--- src/rtl/paint_write_scheduler.sv ---
// Write sequencer for the pixel frame store: buffers paint requests, runs clear sweeps,
// and issues every store write only while the VGA raster is blanked.
module paint_write_scheduler #(
    parameter int XW          = 8,
    parameter int YW          = 8,
    parameter int CW          = 3,
    parameter int DEPTH       = 4,
    parameter int XMAX        = 159,
    parameter int YMAX        = 119,
    parameter int CLEAR_COLOR = 0
) (
    input  logic          clk,
    input  logic          reset,
    input  logic          req_valid,
    output logic          req_ready,
    input  logic [XW-1:0] req_x,
    input  logic [YW-1:0] req_y,
    input  logic [CW-1:0] req_color,
    input  logic          req_brush,
    input  logic          clear_req,
    input  logic          blank_b,
    output logic          wr_en,
    output logic [XW-1:0] wr_x,
    output logic [YW-1:0] wr_y,
    output logic [CW-1:0] wr_color,
    output logic          busy,
    output logic          err_oob
);

    localparam int AW = $clog2(DEPTH);
    localparam int EW = XW + YW + CW;

    localparam logic [XW-1:0] XLAST = XW'(XMAX);
    localparam logic [YW-1:0] YLAST = YW'(YMAX);
    localparam logic [CW-1:0] CLR   = CW'(CLEAR_COLOR);

    localparam logic [1:0] S_IDLE  = 2'd0;
    localparam logic [1:0] S_DRAIN = 2'd1;
    localparam logic [1:0] S_CLEAR = 2'd2;

    logic [1:0]    r_state;
    logic [EW-1:0] r_mem [DEPTH];
    logic [AW:0]   r_wr_ptr;
    logic [AW:0]   r_rd_ptr;
    logic [XW-1:0] r_cx;
    logic [YW-1:0] r_cy;
    logic          r_wr_en;
    logic [XW-1:0] r_wr_x;
    logic [YW-1:0] r_wr_y;
    logic [CW-1:0] r_wr_color;
    logic          r_err_oob;

    logic          w_empty;
    logic          w_full;
    logic          w_push;
    logic          w_pop;
    logic          w_clr_issue;
    logic          w_clr_last;
    logic          w_will_empty;
    logic [EW-1:0] w_head;
    logic [XW-1:0] w_hx;
    logic [YW-1:0] w_hy;
    logic [CW-1:0] w_hc;
    logic          w_oob;
    logic [AW:0]   w_wr_ptr_nxt;
    logic [AW:0]   w_rd_ptr_nxt;

    // Extra pointer bit distinguishes full from empty when the index bits match.
    assign w_empty = (r_wr_ptr == r_rd_ptr);
    assign w_full  = (r_wr_ptr[AW] != r_rd_ptr[AW]) && (r_wr_ptr[AW-1:0] == r_rd_ptr[AW-1:0]);

    assign req_ready   = !w_full && (r_state != S_CLEAR) && !clear_req;
    assign w_push      = req_valid && req_ready;
    assign w_pop       = !blank_b && !w_empty && (r_state != S_CLEAR) && !clear_req;
    assign w_clr_issue = !blank_b && (r_state == S_CLEAR) && !clear_req;
    assign w_clr_last  = (r_cx == XLAST) && (r_cy == YLAST);

    assign w_head = r_mem[r_rd_ptr[AW-1:0]];
    assign w_hx   = w_head[EW-1 -: XW];
    assign w_hy   = w_head[CW +: YW];
    assign w_hc   = w_head[CW-1:0];
    assign w_oob  = (w_hx > XLAST) || (w_hy > YLAST);

    assign w_wr_ptr_nxt = r_wr_ptr + (AW+1)'(w_push);
    assign w_rd_ptr_nxt = r_rd_ptr + (AW+1)'(w_pop);
    assign w_will_empty = (w_wr_ptr_nxt == w_rd_ptr_nxt);

    // NOTE: the FIFO storage has no reset; the pointers alone define which entries are valid.
    always_ff @(posedge clk) begin
        if (w_push) begin
            r_mem[r_wr_ptr[AW-1:0]] <= {req_x, req_y, req_brush ? req_color : CLR};
        end
    end

    // NOTE: every sequential block uses non-blocking assignments so all registers update
    // from the same pre-edge values.
    always_ff @(posedge clk) begin
        if (reset) begin
            r_state  <= S_IDLE;
            r_wr_ptr <= '0;
            r_rd_ptr <= '0;
            r_cx     <= '0;
            r_cy     <= '0;
        end else if (clear_req) begin
            r_state  <= S_CLEAR;
            r_wr_ptr <= '0;
            r_rd_ptr <= '0;
            r_cx     <= '0;
            r_cy     <= '0;
        end else begin
            r_wr_ptr <= w_wr_ptr_nxt;
            r_rd_ptr <= w_rd_ptr_nxt;
            if (r_state == S_CLEAR) begin
                if (w_clr_issue) begin
                    if (w_clr_last) begin
                        r_state <= S_IDLE;
                    end
                    if (r_cx == XLAST) begin
                        r_cx <= '0;
                        r_cy <= r_cy + YW'(1);
                    end else begin
                        r_cx <= r_cx + XW'(1);
                    end
                end
            end else begin
                r_state <= w_will_empty ? S_IDLE : S_DRAIN;
            end
        end
    end

    // Write port: popped entries and sweep pixels both land here one cycle after issue.
    always_ff @(posedge clk) begin
        if (reset) begin
            r_wr_en    <= 1'b0;
            r_wr_x     <= '0;
            r_wr_y     <= '0;
            r_wr_color <= '0;
            r_err_oob  <= 1'b0;
        end else begin
            r_wr_en <= 1'b0;
            if (w_pop) begin
                if (w_oob) begin
                    r_err_oob <= 1'b1;
                end else begin
                    r_wr_en    <= 1'b1;
                    r_wr_x     <= w_hx;
                    r_wr_y     <= w_hy;
                    r_wr_color <= w_hc;
                end
            end else if (w_clr_issue) begin
                r_wr_en    <= 1'b1;
                r_wr_x     <= r_cx;
                r_wr_y     <= r_cy;
                r_wr_color <= CLR;
            end
        end
    end

    assign wr_en    = r_wr_en;
    assign wr_x     = r_wr_x;
    assign wr_y     = r_wr_y;
    assign wr_color = r_wr_color;
    assign err_oob  = r_err_oob;
    assign busy     = !w_empty || (r_state == S_CLEAR);

endmodule

--- config.mk ---
export PLATFORM = sky130hd
export DESIGN_NAME = paint_write_scheduler
export DESIGN_NICKNAME = d
export VERILOG_FILES = /design/src/rtl/paint_write_scheduler.sv
export SDC_FILE = /design/constraint.sdc
export NUM_CORES = 1
export LEC_CHECK = 0
export CORE_MARGIN = 2
export CORE_UTILIZATION = 45
export CTS_CLUSTER_SIZE = 8
export DETAILED_ROUTE_END_ITERATION = 8
export GPL_ROUTABILITY_DRIVEN = 0
export PLACE_DENSITY = 0.73
export SLEW_MARGIN = 10
export SYNTH_ARGS = -nofsm -noshare
export SYNTH_HDL_FRONTEND = slang
export SYNTH_SLANG_ARGS = --single-unit
--- constraint.sdc ---
create_clock -name clk -period 3.4 [get_ports clk]
set_input_delay 0.68 -clock clk [delete_from_list [all_inputs] [get_ports clk]]
set_output_delay 0.68 -clock clk [all_outputs]
set_load 0.01 [all_outputs]
==> results of run 1 <==
-- critical path: cells and delay by family, from the launching register on --
kind / cells / cell delay (ns)
xor+xnor: 1 / 0.16
simple gates: 2 / 0.76
buf+inv: 1 / 0.48
flops: 1 / 0.58
-- power by group through the flow --
stage          Clock (mW)  Sequential [mW]  Combinational (mW)
6_report             1.76             1.60               0.161
5_1_grt              1.86             1.60               0.174
4_1_cts              1.79             1.60               0.163
3_5_place_dp            0             1.63               0.162
3_3_place_gp            0             1.62               0.158
2_1_floorplan           0             1.63              0.0767
-- final timing paths --
check | start | to | cells after the start
setup / recovery | r_rd_ptr[0] | busy | 4
hold / removal | wr_color[2] | wr_color[2] | 2
setup reg to reg | r_rd_ptr[0] | wr_x[7] | 6
hold reg to reg | wr_color[2] | wr_color[2] | 2
-- Yosys cell counts --
| library cell | number |
|---|---|
| a311oi_1 | 2 |
| a21boi_0 | 1 |
| a21oi_1 | 6 |
| and4_1 | 1 |
| inv_1 | 2 |
| or2_2 | 2 |
| edfxtp_1 | 76 |
| mux4_1 | 3 |
| or3_1 | 2 |
| and2_1 | 10 |
| and3_1 | 5 |
| a211oi_1 | 5 |
| inv_2 | 1 |
| nor3b_1 | 3 |
| nand3_1 | 4 |
| nor4b_4 | 1 |
| nand2b_1 | 1 |
| mux4_2 | 16 |
| nand2_1 | 11 |
| clkbuf_1 | 6 |
| buf_6 | 2 |
| mux2i_1 | 16 |
| nor2_1 | 24 |
| xnor2_1 | 7 |
| xor2_1 | 14 |
| o221a_2 | 1 |
| nand4_1 | 9 |
| ha_1 | 6 |
| dfxtp_1 | 45 |
| o21ai_0 | 1 |
| nand4_2 | 1 |
| nor2b_4 | 9 |
| a211oi_2 | 9 |
| buf_2 | 3 |
| nor2b_1 | 6 |
| nor3_1 | 4 |
| o21ai_2 | 1 |
| buf_4 | 2 |
| a41oi_4 | 2 |
-- metrics by stage --
step           instances  setup slack (ns)
2_1_floorplan        320            0.1311
3_3_place_gp         504            0.4968
3_5_place_dp         504            0.4740
4_1_cts              535            0.1905
5_1_grt              535            0.1067
6_report             535            0.2312
-- logic make-up (layout without fill, tap and decap cells) --
family,after synthesis,count (layout),synth area share
AOI/OAI and AO/OA,28,28,0.05712
DFF,121,121,0.6373
adders and majority gates,6,6,0.01503
xor gates and xnor gates,21,21,0.03682
and+or+nand+nor,93,93,0.1165
buffers and inverters,16,91,0.01728
muxes,35,35,0.1200
-- flip-flops by register name, summed over array words and instances, names as in the netlist --
register and cells:
err_oob 1, r_cx 8, r_cy 8, r_mem 76
r_rd_ptr 3, r_state 2, r_wr_ptr 3, wr_color 3
wr_en 1, wr_x 8, wr_y 8
-- area by class of cell --
type	count	area (µm²)	share of cell area
Sequential cell	121	3183	0.5089
Multi-Input combinational cell	183	1740	0.2783
Timing Repair Buffer	57	558.0	0.08922
Clock buffer	17	414.1	0.06621
Tap cell	140	175.2	0.02801
Clock inverter	14	172.7	0.02761
Inverter	3	11.26	0.001800
-- metal layers --
layer / vias up / GRT usage / part of all wire / wire length (µm)
met1: 1411 / 0.2220 / 0.43 / 4199
li1: 1350 / - / - / -
met2: 55 / 0.3003 / 0.52 / 5014
met4: 0 / 0.07866 / 0.013 / 127
met3: 11 / 0.04564 / 0.034 / 325
met5: - / 0 / 0 / 0
==> metrics.txt, run 1 <==
Sw Share 0.2094; register area share after synthesis 0.6373; most frequent cells in the layout edfxtp_1 (76), clkdlybuf4s50_1 (47), dfxtp_1 (45); std cell rows 38; hold buffers post-CTS 0; HP Class reg2reg; final net count 414; post-CTS setup buffer count 0; synth top area cells edfxtp_1 (46%), dfxtp_1 (18%), mux4_2 (7.2%); Post-DP Area 5668 µm²; worst-skew pair later-pin latency 0.51 ns; net switching power 0.7366 mW; syn_nets 351; fmax 315.6 MHz; Layout Area Growth over Synthesis 25.23%; clk_skew 0.007103 ns; slowest cell on the critical path dfxtp_1; RSZ-0062 raised after global routing false; antenna fix cells 0; I/O pin total 48; CP required 2.72 ns; Cells after Synth 320; initial antenna violation count 0; CTS root buf clkbuf_8; Max VDD drop 0.3026 mV; depth of the CTS H-tree 4; top cell type's share of synthesized area 0.4569; Tcrit/Tclk final 0.9320; Detail Route Antenna Nets 0; slew margin rel. 0.6879; GRT Total Usage 0.1799; CP endpoint kind primary output; clock power share 0.501; TritonRoute pass-1 iters 4; 1st-iter DRT viols 169; CP Data Arrival Time 2.49 ns; Initial Util 0.4608; CP Class reg2out; Finished Cell Area 6255 µm²; #FFs+latches synth 121; PD cells 562.4 nW/µm²; part of the power in registers 0.453; DRC 0; final setup TNS 0 ns; Clock transition at path regs 0.06 ns; die area 11960 µm²; maximum clock path buffer count 2; Util after Layout 0.5770; cell-internal power 2.781 mW; fillers 864; vias in the first global route 2883; Final min period 3.169 ns; Synth Warn # 0; Comb power frac 0.046; total chip power 3.518 mW; I/O Buffers 47; total congestion overflow 0; Hold WS 0.4703 ns; most common cell after layout, fill and taps aside edfxtp_1; synth unique cells 39; type of origin of the critical path flip-flop; cell accounting for the most synthesized area edfxtp_1; CTS Buf Count 17; Critical Path Fanout Max 6; Core Area 10840 µm²; syn avg cell area 15.61 µm²; CTS tree built; Fin. Hold Viols 0; reg-to-reg slack, setup 0.65 ns; HPWL Detailed 6315 µm; Total Wirelength 9667 µm; layout cells sized above 1 0.2152; Via density 5.284; DR WL/cell 18.07 µm; first-pass GRT wire length 15410 µm; largest net degree at the start of global routing 21; Vert. Die Dim 109.4 µm; Final setup viols 0; vias 2827; status complete, no violations; worst slew pin tran 0.4646 ns; Slew Limit Fails 0; Clock Sink Count 121; Critical Path Max Stage Delay 0.58 ns; Static Leak 2.152 nW; die width 109.4 µm; synthesized cell area 4995 µm²; post_cts resized 0; max_cap viols 0; crit-path cells xor2_1 -> or3_1 -> or2_2 -> clkdlybuf4s50_1
(Power assumes the default switching activity.)
==> inputs of run 2 (changes only) <==
Settings changed: CORE_MARGIN 2 to not set, CTS_CLUSTER_SIZE 8 to 24, GPL_TIMING_DRIVEN set to 1.
==> metrics.txt, run 2 (synthesis results as in run 1) <==
I/O pin total 48 (unchanged); CP Data Arrival Time 2.42 ns (-0.07 ns); DR WL/cell 17.69 µm (-2.1%); slowest cell on the critical path clkdlybuf4s50_1; 1st-iter DRT viols 116 (-31%); GRT Total Usage 0.1838 (+0.003892); Vert. Die Dim 107.4 µm (-1.8%); type of origin of the critical path flip-flop; Initial Util 0.4608 (unchanged); HPWL Detailed 6498 µm (+2.9%); Detail Route Antenna Nets 0 (unchanged); R2R depth 6 (unchanged); hold buffers post-CTS 0 (unchanged); vias in the first global route 2963 (+2.8%); most frequent cells in the layout edfxtp_1 (76), clkdlybuf4s50_1 (47), dfxtp_1 (45); Critical Path Fanout Max 8 (+2); Clock transition at path regs 0.06 ns (about the same); post_cts resized 0 (unchanged); cell family with most CP delay simple AND/OR/NAND/NOR gates; die area 11530 µm² (-3.6%); DRC 0 (unchanged); Largest register FFs 76 (unchanged); Final setup viols 0 (unchanged); worst-skew pair later-pin latency 0.51 ns (about the same); layout cells sized above 1 0.2256 (+0.01037); CTS root buf clkbuf_8; total congestion overflow 0 (unchanged); worst slew pin tran 0.4051 ns (-0.05949 ns); Final min period 3.101 ns (-0.06744 ns); status complete, no violations; Finished Cell Area 6233 µm² (-0.34%); Tcrit/Tclk final 0.9122 (-0.01983); Core Area 10840 µm² (unchanged); Worst R2R Start r_rd_ptr[0]; reg-to-reg slack, setup 0.86 ns (+0.21 ns); capturing point of the worst reg2reg path wr_x[7]; final setup TNS 0 ns (unchanged); RSZ-0062 raised after global routing false; Static Leak 2.146 nW (-0.29%); crit-path cells buf_4 -> xor2_1 -> or3_1 -> or2_2 -> clkdlybuf4s50_1; die width 107.4 µm (-1.8%); final net count 417 (+0.72%); CP endpoint kind primary output; Critical path origin r_rd_ptr[0]; Layout Area Growth over Synthesis 24.80%; largest net degree at the start of global routing 21 (unchanged); Max VDD drop 0.4443 mV (+47%); Critical Path Max Stage Delay 0.48 ns (-0.10 ns); antenna fix cells 0 (unchanged); initial antenna violation count 0 (unchanged); slew margin rel. 0.7289 (+0.04105); CTS tree built; post-CTS setup buffer count 0 (unchanged); Fin. Hold Viols 0 (unchanged); CTS Buf Count 17 (unchanged); max_cap viols 0 (unchanged); Total Wirelength 9537 µm (-1.3%); std cell rows 38 (unchanged); most common cell after layout, fill and taps aside edfxtp_1; Slew Limit Fails 0 (unchanged); Crit path depth 5 (+1); Clock Sink Count 121 (unchanged); vias 2857 (+1.1%); CP bufs+invs 2 (+1); clk_skew 0.01886 ns (+0.01176 ns); maximum clock path buffer count 2 (unchanged); HP Class reg2reg; Via density 5.301 (+0.31%); Critical Path End busy; fmax 322.4 MHz (+2.2%); CP required 2.72 ns (about the same); PD cells 547.2 nW/µm² (-2.7%); Post-DP Area 5678 µm² (+0.18%); CP Class reg2out; TritonRoute pass-1 iters 5 (+1); depth of the CTS H-tree 4 (unchanged); I/O Buffers 47 (unchanged); first-pass GRT wire length 15420 µm (about the same)
==> run 2: changes by cell type in the layout (fill, tap and decap cells not counted) <==
cell        previous run  this run
buf_12                 1         0
buf_4                  9        13
bufinv_16              3         1
clkinv_1               2         1
clkinv_4               3         1
clkinvlp_4             3         5
inv_6                  3         7
==> run 2: per-stage QoR <==
stage	utilization	cells	setup slack [ns]	hold slack [ns]	total power, mW
CTS	0.5750	539	0.2614	0.4785	3.449
floorplan	-	320	0.1311	0.4611	1.705
global placement	0.5238	507	0.4779	0.4639	1.783
detailed placement	0.5238	507	0.4429	0.4671	1.789
global route	0.5750	539	0.1958	0.4898	3.518
finish	0.5750	539	0.2986	0.4822	3.411
==> run 2: final cells by class <==
cell class	instances	area [µm²]
clock buffers	17	414.1
clock inverters	15	141.4
fillers	860	4607
inverters	3	11.26
multi-input cells	183	1740
flip-flops and latches	121	3183
well taps	140	175.2
repair buffers	60	568.0
==> run 2: routing by layer <==
layer,share of wire,track usage,up-vias
li1,-,-,1353
met1,0.47,0.2448,1433
met2,0.50,0.2917,67
met3,0.030,0.04358,4
met4,0.0080,0.07143,0
met5,0,0,-
==> run 2: worst register-to-register path, stage by stage (launching register included) <==
cell and delay [ns]:
dfxtp_1 0.33, buf_4 0.27, mux4_1 0.69, a41oi_4 0.39, a41oi_4 0.21, inv_2 0.33, o221a_2 0.26
==> run 2: worst min path at each step <==
stage / startpoint / endpoint / cells past startpoint
finish: wr_color[2] / wr_color[2] / 2
global route: wr_color[2] / wr_color[2] / 2
CTS: wr_color[2] / wr_color[2] / 2
detailed placement: wr_color[2] / wr_color[2] / 2
global placement: wr_color[0] / wr_color[0] / 2
floorplan: r_cx[1] / r_cx[1] / 2
==> run 2: report_power, final <==
group	switching, mW	internal, mW
Sequential	0.0120	1.58
Combinational	0.0780	0.0842
Clock	0.672	0.981
Total	0.762	2.65
==> inputs of run 3 (changes only) <==
Settings changed: ABC_CLOCK_PERIOD_IN_PS set to 3400.
==> results of run 3 <==
The final DEF is identical to that of run 2; final timing and power are the same.
==> patch: new RTL, flow settings as in run 1 <==
`DEPTH`: 4 -> 8.
--- a/src/rtl/paint_write_scheduler.sv
+++ b/src/rtl/paint_write_scheduler.sv
@@ -4,7 +4,7 @@
     parameter int XW          = 8,
     parameter int YW          = 8,
     parameter int CW          = 3,
-    parameter int DEPTH       = 4,
+    parameter int DEPTH       = 8,
     parameter int XMAX        = 159,
     parameter int YMAX        = 119,
     parameter int CLEAR_COLOR = 0
Function: changed (a bounded check fails within 10 cycles, from zero or initial values and one cycle with reset high).
==> patch against run 1 <==
Critical path depth unchanged. Hold slack got worse by 0.013 ns. Final cell count increased by 46%. Worst setup slack improved by 0.13 ns. Power increased by 35%. Sequential cell count increased by 78. Cell area increased by 50%. Routed wire length increased by 59%. Synthesized area increased by 60%. Largest cell class unchanged. Largest power group is now sequential cells.
==> patch: results (changes against run 1) <==
status:
  status: "finished clean"  # unchanged
pwr:
  ir_worst_vdd_v: 0.0003169  # was 0.0003026 V
  comb_power_w: 0.000140  # was 0.000161 W
  netSwitchingFraction: 0.2024  # was 0.2094
  seq_power_w: 0.00263  # was 0.00160 W
  cellLeakagePower_nw: 3.069  # was 2.152 nW
cells_and_area:
  fin_nets: 574  # was 414
  ff_latch_area_um2: 5510  # was 3183 µm²
  layout.comb_gates.multi_input: 252  # was 183
  multi_input_area_share: 0.2512  # was 0.2783
  buf_share: 0.06537  # was 0.08922
  clkCellAreaFrac: 0.06310  # was 0.09382
  n_all_buffers: 66  # was 57
  drive_gt1_frac: 0.1871  # was 0.2152
  fillCellCount: 1334  # was 864
  num-nonclk-inverters: 7  # was 3
cts:
  cts.sinks: 199  # was 121
  cts-root-buf: "clkbuf_16"  # was clkbuf_8
  clock_latency_ns: 0.43  # was 0.51 ns
route:
  dr.first_iter.drc_count: 341  # was 169
  wl_met3_um: 746  # was 325 µm
  num_vias: 4226  # was 2827
  drtPass1Iterations: 5  # was 4
  wl_met2_mm: 7.833  # was 5.014 mm
  totalWireLength_mm: 15.33  # was 9.667 mm
  drt-met1-wl_mm: 6.608  # was 4.199 mm
grt:
  grt_pass1_wl_mm: 23.91  # was 15.41 mm
  grt_pass1_vias: 4401  # was 2883
  grt.total_usage: 0.1734  # was 0.1799
  grt_max_degree: 26  # was 21
  grt.met3_usage: 0.04341  # was 0.04564
  met2_usage: 0.2847  # was 0.3003
sta:
  skew_ns: 0.01044  # was 0.007103 ns
placement:
  dp_hpwl_mm: 9.627  # was 6.315 mm
  place_area_um2: 8783  # was 5668 µm²
setup_path:
  crit_fanout: 8  # was 6
  slowest_delay_ns: 0.62  # was 0.58 ns
  crit_arrival_ns: 2.36  # was 2.49 ns
  crit_family: "buffers and inverters"  # was simple AND/OR/NAND/NOR gates
die:
  die_area_um2: 18840  # was 11960 µm²
yosys:
  synth.top_cells.by_count: "edfxtp_1, dfxtp_1, nor2_1"  # unchanged
  yosysSeqAreaShare: 0.6888  # was 0.6373
  yosysUniqueCellTypes: 40  # was 39
  synth_nets: 512  # was 351
  synth_edf_count: 152  # was 76
  synthTopCellsByArea: "edfxtp_1, dfxtp_1, mux4_2, mux2i_1, nor2_1"  # was edfxtp_1, dfxtp_1, mux4_2, mux2i_1, nor2b_4
## patch: cell types whose count changed after synthesis, moves of 6 or more
cell and delta:
mux2i_1 +12, nor2b_4 -9, nor2_1 +18, nand2_1 +17, mux4_2 +22, o211ai_1 +8
mux2_4 +6, o21ai_0 +7, edfxtp_1 +76, a211oi_2 -9
## patch: worst register-to-register path: cells and delay by family, from the launching register on
family          cells  cell delay [ns]
compound gates      3             0.91
buf+inv             3             0.68
mux                 2             0.62
flops               1             0.42
## patch: final timing paths
check                         start              endpoint  slack (ns)  cells past startpoint
min            wr_y[0]$_SDFFE_PP0P_  wr_y[0]$_SDFFE_PP0P_        0.46                      2
max          r_wr_ptr[2]$_SDFF_PP0_             req_ready        0.36                      4
min reg2reg    wr_y[0]$_SDFFE_PP0P_  wr_y[0]$_SDFFE_PP0P_        0.46                      2
max reg2reg  r_rd_ptr[2]$_SDFF_PP0_  wr_x[7]$_SDFFE_PP0P_        0.66                      8
## patch: cells by family after synthesis
logic type,count (synthesis),share of synthesized area
xor gates and xnor gates,24,0.02630
adders and majority gates,6,0.009392
muxes,77,0.1605
DFF,199,0.6888
AOI/OAI and AO/OA,29,0.02567
and+or+nand+nor,116,0.07170
buffers and inverters,30,0.01769
## patch: through the flow
stage	setup WS (ns)	std cells	utilization	power [W]
6_report	0.3625	781	0.5404	0.004749
5_1_grt	0.1946	781	0.5404	0.004896
4_1_cts	0.1151	781	0.5402	0.004786
3_5_place_dp	0.3350	749	0.5061	0.002825
3_3_place_gp	0.4177	749	0.5061	0.002818
2_1_floorplan	0.1008	481	-	0.002748
